==> config.mk <==
export PLATFORM = sky130hd
export DESIGN_NAME = mem_stage_lsu
export DESIGN_NICKNAME = d
export VERILOG_FILES = /design/src/rtl/mem_stage_lsu.sv
export SDC_FILE = /design/constraint.sdc
export NUM_CORES = 1
export LEC_CHECK = 0
export CORE_AREA = 5 5 111 165
export DETAILED_ROUTE_END_ITERATION = 8
export DIE_AREA = 0 0 116 170
export MAX_ROUTING_LAYER = met4
export PLACE_DENSITY_LB_ADDON = 0.08
export SLEW_MARGIN = 20
export SYNTH_ARGS = -nofsm -noshare
export SYNTH_HDL_FRONTEND = slang
export SYNTH_SLANG_ARGS = --single-unit
export TNS_END_PERCENT = 5
==> constraint.sdc <==
create_clock -name clk -period 5.6 [get_ports clk]
set_input_delay 1.12 -clock clk [delete_from_list [all_inputs] [get_ports clk]]
set_output_delay 1.12 -clock clk [all_outputs]
set_load 0.03 [all_outputs]
==> src/rtl/mem_stage_lsu.sv <==
// mem_stage_lsu: RV32I memory-access stage (req/ack data port, store strobes, load extension).
// Optional feature: define LSU_MISALIGN_TRAP_EN to trap misaligned half/word accesses.
`timescale 1ns/1ps
`default_nettype none

module mem_stage_lsu #(
  parameter int XLEN           = 32,
  parameter int TIMEOUT_CYCLES = 16
) (
  input  logic            clk,
  input  logic            reset,
  input  logic            in_valid,
  output logic            in_ready,
  input  logic [11:0]     operation,
  input  logic [XLEN-1:0] alu_result,
  input  logic [XLEN-1:0] store_data,
  input  logic [4:0]      rd_addr,
  output logic            mem_req,
  output logic            mem_we,
  output logic [XLEN-1:0] mem_addr,
  output logic [XLEN-1:0] mem_wdata,
  output logic [3:0]      mem_wstrb,
  input  logic            mem_ack,
  input  logic [XLEN-1:0] mem_rdata,
  output logic            wb_valid,
  output logic            wb_we,
  output logic [4:0]      wb_rd,
  output logic [XLEN-1:0] wb_data,
  output logic            bus_err,
  output logic            misaligned
);

  localparam logic [1:0] S_IDLE = 2'd0;
  localparam logic [1:0] S_REQ  = 2'd1;
  localparam logic [1:0] S_RESP = 2'd2;

  localparam logic [6:0] OP_LOAD   = 7'b0000011;
  localparam logic [6:0] OP_STORE  = 7'b0100011;
  localparam logic [6:0] OP_BRANCH = 7'b1100011;

  localparam int CNT_W = (TIMEOUT_CYCLES > 1) ? $clog2(TIMEOUT_CYCLES) : 1;
  localparam logic [CNT_W-1:0] CNT_LAST = CNT_W'(TIMEOUT_CYCLES - 1);

  logic [1:0]      state;
  logic            req_we;
  logic [XLEN-1:0] req_addr;
  logic [XLEN-1:0] req_wdata;
  logic [3:0]      req_wstrb;
  logic [2:0]      ld_f3;
  logic [1:0]      ld_off;
  logic [4:0]      rd_q;
  logic [CNT_W-1:0] cnt;
  logic            wb_we_q;
  logic [XLEN-1:0] wb_data_q;
  logic            bus_err_q;
  logic            mis_q;

  logic [6:0]      opcode;
  logic [2:0]      funct3;
  logic            is_load;
  logic            is_store;
  logic            accept;
  logic            mis;
  logic            timeout_hit;
  logic [3:0]      st_wstrb;
  logic [XLEN-1:0] st_wdata;
  logic [7:0]      ld_byte;
  logic [15:0]     ld_half;
  logic [XLEN-1:0] ld_val;
  logic            unused_bits;

  assign opcode      = operation[6:0];
  assign funct3      = operation[9:7];
  assign unused_bits = ^operation[11:10];
  assign is_load     = (opcode == OP_LOAD);
  assign is_store    = (opcode == OP_STORE);
  assign in_ready    = !reset && (state != S_REQ);
  assign accept      = in_valid && in_ready;
  assign timeout_hit = (TIMEOUT_CYCLES != 0) && (cnt == CNT_LAST);

`ifdef LSU_MISALIGN_TRAP_EN
  always_comb begin
    mis = 1'b0;
    if (is_load || is_store) begin
      case (funct3[1:0])
        2'b00:   mis = 1'b0;
        2'b01:   mis = alu_result[0];
        default: mis = (alu_result[1:0] != 2'b00);
      endcase
    end
  end
`else
  assign mis = 1'b0;
`endif

  // funct3[1:0] selects size for both loads and stores; unused encodings fall to word.
  always_comb begin
    st_wstrb = 4'b1111;
    st_wdata = store_data;
    case (funct3[1:0])
      2'b00: begin
        st_wstrb = 4'b0001 << alu_result[1:0];
        st_wdata = {4{store_data[7:0]}};
      end
      2'b01: begin
        st_wstrb = alu_result[1] ? 4'b1100 : 4'b0011;
        st_wdata = {2{store_data[15:0]}};
      end
      default: ;
    endcase
  end

  assign ld_byte = mem_rdata[{ld_off, 3'b000} +: 8];
  assign ld_half = ld_off[1] ? mem_rdata[31:16] : mem_rdata[15:0];

  always_comb begin
    case (ld_f3)
      3'b000:  ld_val = {{(XLEN-8){ld_byte[7]}}, ld_byte};
      3'b100:  ld_val = {{(XLEN-8){1'b0}}, ld_byte};
      3'b001:  ld_val = {{(XLEN-16){ld_half[15]}}, ld_half};
      3'b101:  ld_val = {{(XLEN-16){1'b0}}, ld_half};
      default: ld_val = mem_rdata;
    endcase
  end

  always_ff @(posedge clk or posedge reset) begin
    if (reset) begin
      state     <= S_IDLE;
      req_we    <= 1'b0;
      req_addr  <= '0;
      req_wdata <= '0;
      req_wstrb <= 4'b0000;
      ld_f3     <= 3'b000;
      ld_off    <= 2'b00;
      rd_q      <= 5'd0;
      cnt       <= '0;
      wb_we_q   <= 1'b0;
      wb_data_q <= '0;
      bus_err_q <= 1'b0;
      mis_q     <= 1'b0;
    end else begin
      case (state)
        S_REQ: begin
          if (mem_ack) begin
            state     <= S_RESP;
            wb_we_q   <= !req_we && (rd_q != 5'd0);
            wb_data_q <= req_we ? '0 : ld_val;
          end else if (timeout_hit) begin
            state     <= S_RESP;
            bus_err_q <= 1'b1;
            wb_we_q   <= 1'b0;
            wb_data_q <= '0;
          end else begin
            cnt <= cnt + 1'b1;
          end
        end
        default: begin
          if (accept) begin
            rd_q      <= rd_addr;
            bus_err_q <= 1'b0;
            cnt       <= '0;
            if ((is_load || is_store) && !mis) begin
              state     <= S_REQ;
              mis_q     <= 1'b0;
              req_we    <= is_store;
              req_addr  <= {alu_result[XLEN-1:2], 2'b00};
              req_wdata <= is_store ? st_wdata : '0;
              req_wstrb <= is_store ? st_wstrb : 4'b0000;
              ld_f3     <= funct3;
              ld_off    <= alu_result[1:0];
              wb_we_q   <= 1'b0;
              wb_data_q <= '0;
            end else begin
              state     <= S_RESP;
              mis_q     <= mis;
              wb_we_q   <= !mis && (opcode != OP_BRANCH) && !is_store && (rd_addr != 5'd0);
              wb_data_q <= mis ? '0 : alu_result;
            end
          end else begin
            state <= S_IDLE;
          end
        end
      endcase
    end
  end

  // Outputs are qualified by state so nothing stale leaks outside REQ/RESP.
  assign mem_req    = (state == S_REQ);
  assign mem_we     = mem_req && req_we;
  assign mem_addr   = mem_req ? req_addr : '0;
  assign mem_wdata  = mem_req ? req_wdata : '0;
  assign mem_wstrb  = mem_req ? req_wstrb : 4'b0000;
  assign wb_valid   = (state == S_RESP);
  assign wb_we      = wb_valid && wb_we_q;
  assign wb_rd      = wb_valid ? rd_q : 5'd0;
  assign wb_data    = wb_valid ? wb_data_q : '0;
  assign bus_err    = wb_valid && bus_err_q;
  assign misaligned = wb_valid && mis_q;

endmodule

`default_nettype wire

==> results_dict.tcl, run 1 <==
set metrics [dict create \
    run_status "finished clean" \
    syn_avg_cell_area_um2 9.195 \
    crit_fanout 76 \
    n_antenna_cell 0 \
    portBuffers 223 \
    hold_buffers 0 \
    grt_antenna_before_repair 0 \
    drc 0 \
    wl_mm 22.10 \
    grt-ovfl-total 0 \
    initial_utilization 0.3917 \
    grt.total_usage 0.2354 \
    h-tree-depth 4 \
    hpwl_mm 16.19 \
    grt_pass1_vias 6546 \
    fin_skew_ns 0.01506 \
    min_to "req_wdata[24]$_DFFE_PP0P_" \
    r2r.worst_path.cells 6 \
    pre_cts_slack_ns 1.442 \
    yosysSeqAreaShare 0.4478 \
    num_vias 6018 \
    worst_pin_slew_ns 0.9689 \
    syn_area_um2 6538 \
    cts_tree "yes" \
    post_cts.repair.setup_buffers 0 \
    core_um2 16690 \
    grt_max_degree 80 \
    grt_pass1_wl_mm 35.28 \
    synthArstFlopShare 1.000 \
    cts_buffer_depth 2 \
    finalCritPeriodShare 0.7421 \
    min_delay_path_depth 2 \
    antenna_left 0 \
    die_h_um 170 \
    reg2reg_to "wb_data_q[6]$_DFFE_PP0P_" \
    synth_flop_cell "dfrtp_1" \
    cap_violations 0 \
    worst_slack_ns 1.444 \
    routed-wl-met2_mm 11.61 \
    crit_start "state[1]$_DFFE_PP0P_" \
    cts_made_buffers 17 \
    syn_to_final_growth_pct 44.90 \
    vias_per_cell 5.345 \
    syn_inst 711 \
    setup_violations 0 \
    drv_slew 0 \
    synth_edf_count 0 \
    cts_num_sinks 117 \
    power.total_w 0.002447 \
    yosys_register_bits 117 \
    worstPathRequired_ns 4.48 \
    topRoutingLayerUsed "met4" \
    wl_met3_mm 1.257 \
    hold_viol 0 \
    hold_path_class "register to register" \
    num-nets-final 1021 \
    final_layout_size_suffix_gt1_frac 0.09279 \
    die-area_um2 19720 \
    fin_crit_ns 4.156 \
    ios 229 \
    placed_cell_area_um2 8876 \
    setup_tns_ns 0 \
    rows 58 \
    firstDrtPassIters 5 \
    crit_path_end_kind "output pin" \
    power_density_nw_per_um2 258.3 \
    routedWlPerCell_um 19.62 \
    fin_area_um2 9473 \
    slew_headroom 0.3540 \
    peakVddDrop_mv 0.1292 \
    die_w_um 116 \
    regToRegStartpoint "state[1]$_DFFE_PP0P_" \
    cts.clk_slew.worst_paths_ns 0.06 \
    p_leak_nw 4.128 \
    synth.distinct_cells 50 \
    place.gp.congestion 0.9028 \
    rsz0062_at_grt "no" \
    worstSetupPathType "register to output pin" \
    timing.fmax_ghz 0.2406 \
    cp-start-kind "register" \
    cts_root_buffer "clkbuf_16" \
    clkLatencyLatePin_ns 0.42 \
    ys_warn_count 0 \
    wl_met1_mm 8.492 \
    drt_first_iter_violations 309 \
    worstHoldStart "req_wdata[24]$_DFFE_PP0P_" \
    arrival_ns 3.04 \
    cts_resized 0 \
    ff2ff_setup_slack_ns 2.46 \
]
-- cell type report --
cell class              count  area [um2]
flip-flops and latches    117        2929
clock buffers              20       436.7
inverters                  16       66.31
fillers                  1536        7218
well taps                 210       262.8
repair buffers            229        2277
multi-input cells         522        3346
clock inverters            12       155.1
-- flip-flops by register name, summed over array words and instances (netlist names) --
register and cells:
state 2, req_wdata 32, req_wstrb 4, ld_off 2, rd_q 5, cnt 4, wb_data_q 32, req_we 1
wb_we_q 1, ld_f3 3, req_addr 30, bus_err_q 1
-- metrics by stage --
stage | hold WS (ns) | std cells | utilization
finish | 0.4753 | 1126 | 0.5675
global route | 0.4970 | 1126 | 0.5675
CTS | 0.4787 | 1126 | 0.5672
global placement | 0.4576 | 1094 | 0.5311
floorplan | 0.4418 | 713 | -
detailed placement | 0.4646 | 1094 | 0.5318
-- report_power, final --
part | internal, W | switching [W]
registers | 0.000904 | 0.0000443
clock network | 0.000700 | 0.000407
logic | 0.000191 | 0.000200
-- placed cells by master (no fill, tap or decap), types with 31 or more instances in the layout --
master           synthesis  routed
mux2_2                  35      35
mux2i_1                 39      39
a21oi_1                 51      50
o21ai_0                 46      46
clkdlybuf4s50_1          0     223
and2_1                 108     108
nand2_1                 93      93
dfrtp_1                117     116
nor2_1                  31      31
-- worst max-delay path, cell delays in order (launching register included) --
cell and delay [ns]:
dfrtp_1 0.38, nand2b_1 0.31, clkinv_2 0.79, and2_1 0.50, clkdlybuf4s50_1 0.61
-- synthesized netlist by cell type (6+ instances only) --
cell | n | area (um2)
a21oi_1 | 51 | 255.2
a22o_1 | 8 | 70.07
and2_1 | 108 | 675.7
buf_2 | 7 | 35.03
clkbuf_1 | 43 | 161.4
dfrtp_1 | 117 | 2928
inv_1 | 16 | 60.06
mux2_2 | 35 | 394.1
mux2i_1 | 39 | 390.4
nand2_1 | 93 | 349.1
nand2b_1 | 9 | 56.30
nand3_1 | 6 | 30.03
nor2_1 | 31 | 116.4
nor2b_1 | 6 | 37.54
o211ai_1 | 7 | 52.55
o21ai_0 | 46 | 230.2
o21ai_1 | 10 | 50.05
o221ai_1 | 17 | 148.9
-- per-layer routing --
layer,global-route usage,up-vias
met5,-,-
met1,0.2740,2906
met3,0.05158,46
met2,0.3941,227
li1,-,2839
met4,0.08985,0
-- cell families (layout without fill, tap and decap cells) --
family | after synthesis | in the layout | share of synthesized area
AND/OR/NAND/NOR | 276 | 276 | 0.2216
AO/OA/AOI/OAI | 167 | 167 | 0.1600
flip-flops | 117 | 117 | 0.4478
multiplexers | 74 | 74 | 0.1200
buffers and inverters | 74 | 277 | 0.04670
adder cells (fa/ha/maj) | 1 | 1 | 0.001914
other | 1 | 3 | 0.0005736
XOR/XNOR | 1 | 1 | 0.001340
-- how the worst max path moves through the flow --
| stage | end | slack (ns) | cells past startpoint |
|---|---|---|---|
| 3_5_place_dp | req_wdata[2]$_DFFE_PP0P_ | 1.44 | 6 |
| 5_1_grt | mem_addr[31] | 1.16 | 4 |
| 3_3_place_gp | req_wdata[0]$_DFFE_PP0P_ | 1.55 | 6 |
| 4_1_cts | mem_addr[29] | 1.43 | 4 |
| 6_report | mem_addr[29] | 1.44 | 4 |
| 2_1_floorplan | bus_err_q$_DFFE_PP0P_ | 1.38 | 1 |
No activity file was read; power rests on OpenSTA's default activity.
==> run 2: changes to the inputs <==
clock period = 3.75 ns   (was 5.6 ns; I/O delays follow)
==> results_dict.tcl, run 2 (synthesis results as in run 1) <==
set metrics [dict create \
    portBuffers 223 \
    antenna_left 0 \
    peakVddDrop_mv 0.2449 \
    max_stage_delay_ns 0.72 \
    cap_violations 0 \
    die_h_um 170 \
    rsz0062_at_grt "no" \
    hold_viol 0 \
    die-area_um2 19720 \
    num_vias 6024 \
    worstPathRequired_ns 3.00 \
    power_density_nw_per_um2 392.1 \
    timing.fmax_ghz 0.2993 \
    finalCritPeriodShare 0.8909 \
    layout_common_cells "223 x clkdlybuf4s50_1, 117 x dfrtp_1, 108 x and2_1" \
    fin_cells 1133 \
    final_common_cell "clkdlybuf4s50_1" \
    nFillCells 1529 \
    dp_cells 1102 \
    p_leak_nw 4.200 \
    drt_first_iter_violations 305 \
    grt_max_degree 76 \
    ios 229 \
    drv_slew 0 \
    fin_crit_ns 3.341 \
    worstSetupPathType "register to output pin" \
    run_status "finished clean" \
    setup_tns_ns 0 \
    rows 58 \
    reg_top3 "req_wdata: 32 flops, wb_data_q: 32 flops, req_addr: 30 flops" \
    clkLatencyLatePin_ns 0.42 \
    arrival_ns 2.59 \
    crit_path_end_kind "output pin" \
    die_w_um 116 \
    slew_headroom 0.3474 \
    final_util 0.5743 \
    cts.clk_slew.worst_paths_ns 0.06 \
    cts_made_buffers 17 \
    post_cts.repair.setup_buffers 0 \
    cp-start-kind "register" \
    place.gp.congestion 0.9218 \
    core_um2 16690 \
    cts_num_sinks 117 \
    grt_antenna_before_repair 0 \
    h-tree-depth 4 \
    grt_pass1_vias 6593 \
    cp_top_family "buffers and inverters" \
    grt_pass1_wl_mm 35.00 \
    cts_tree "yes" \
    num-nets-final 1029 \
    drc 0 \
    hpwl_mm 16.46 \
    routedWlPerCell_um 19.68 \
    n_antenna_cell 0 \
    setup_violations 0 \
    vias_per_cell 5.317 \
    wl_mm 22.30 \
    crit_fanout 54 \
    firstDrtPassIters 4 \
    cts_root_buffer "clkbuf_16" \
    cts_buffer_depth 2 \
    hold_buffers 0 \
    fin_skew_ns 0.009323 \
    final_layout_size_suffix_gt1_frac 0.1018 \
    initial_utilization 0.3917 \
    worst_pin_slew_ns 0.9789 \
    crit_chain "nand2b_1 -> inv_2 -> buf_4 -> and2_1 -> clkdlybuf4s50_1" \
    grt-ovfl-total 0 \
    grt.total_usage 0.2359 \
    crit_path_top_delay_cell "clkdlybuf4s50_1" \
    hold_path_class "register to register" \
    cts_resized 0 \
    syn_to_final_growth_pct 46.62 \
    cp_num_buf_inv 3 \
]
==> run 2: through the flow <==
step / instance area [um2] / power [W] / hold WS [ns] / setup WS [ns]
5_1_grt: 9585 / 0.003909 / 0.4982 / 0.2831
3_5_place_dp: 8955 / 0.002036 / 0.4678 / 0.7286
4_1_cts: 9585 / 0.003795 / 0.4814 / 0.3986
6_report: 9585 / 0.003759 / 0.4793 / 0.4092
2_1_floorplan: 6549 / 0.001741 / 0.4418 / 1.470
3_3_place_gp: 8951 / 0.002020 / 0.4576 / 0.7302
==> run 2: cell type report <==
cell class / count / area, um2 / share of cell area
Timing Repair Buffer: 237 / 2362 / 0.2464
Clock buffer: 19 / 452.9 / 0.04725
Tap cell: 210 / 262.8 / 0.02741
Inverter: 16 / 63.81 / 0.006657
Clock inverter: 12 / 177.7 / 0.01854
Sequential cell: 117 / 2928 / 0.3054
Multi-Input combinational cell: 522 / 3338 / 0.3483
==> run 2: path summary, 6_finish.rpt <==
check                                            end  slack (ns)  cells past startpoint                       from
max                                     mem_wdata[0]        0.41                      5       state[1]$_DFFE_PP0P_
min                        req_wdata[18]$_DFFE_PP0P_        0.48                      2  req_wdata[18]$_DFFE_PP0P_
max reg2reg                wb_data_q[15]$_DFFE_PP0P_        1.50                      6       state[1]$_DFFE_PP0P_
min reg2reg                req_wdata[18]$_DFFE_PP0P_        0.48                      2  req_wdata[18]$_DFFE_PP0P_
max in group asynchronous  wb_data_q[13]$_DFFE_PP0P_        2.02                      3                      reset
min in group asynchronous      bus_err_q$_DFFE_PP0P_        0.89                      2                      reset
==> run 2: report_power, final <==
| group | internal (W) | total [W] | leakage, nW | switching [W] |
|---|---|---|---|---|
| Sequential | 0.00135 | 0.00140 | 1.55 | 0.0000526 |
| Combinational | 0.000292 | 0.000608 | 2.34 | 0.000316 |
| Clock | 0.00114 | 0.00175 | 0.309 | 0.000603 |
==> run 2: per-layer routing <==
metal  share of wire  vias to the layer above  track usage  wire length [um]
met5               0                        -            -                 0
met4           0.034                        0      0.09187               762
met3           0.066                       46      0.05158              1467
met2            0.52                      204       0.4072             11680
met1            0.38                     2933       0.2631              8392
li1                -                     2841            -                 -
==> run 2: tightest hold or removal path, cell delays in order (launching register included) <==
cell and delay (ns):
dfrtp_1 0.34, nand2_1 0.04, o21ai_0 0.06
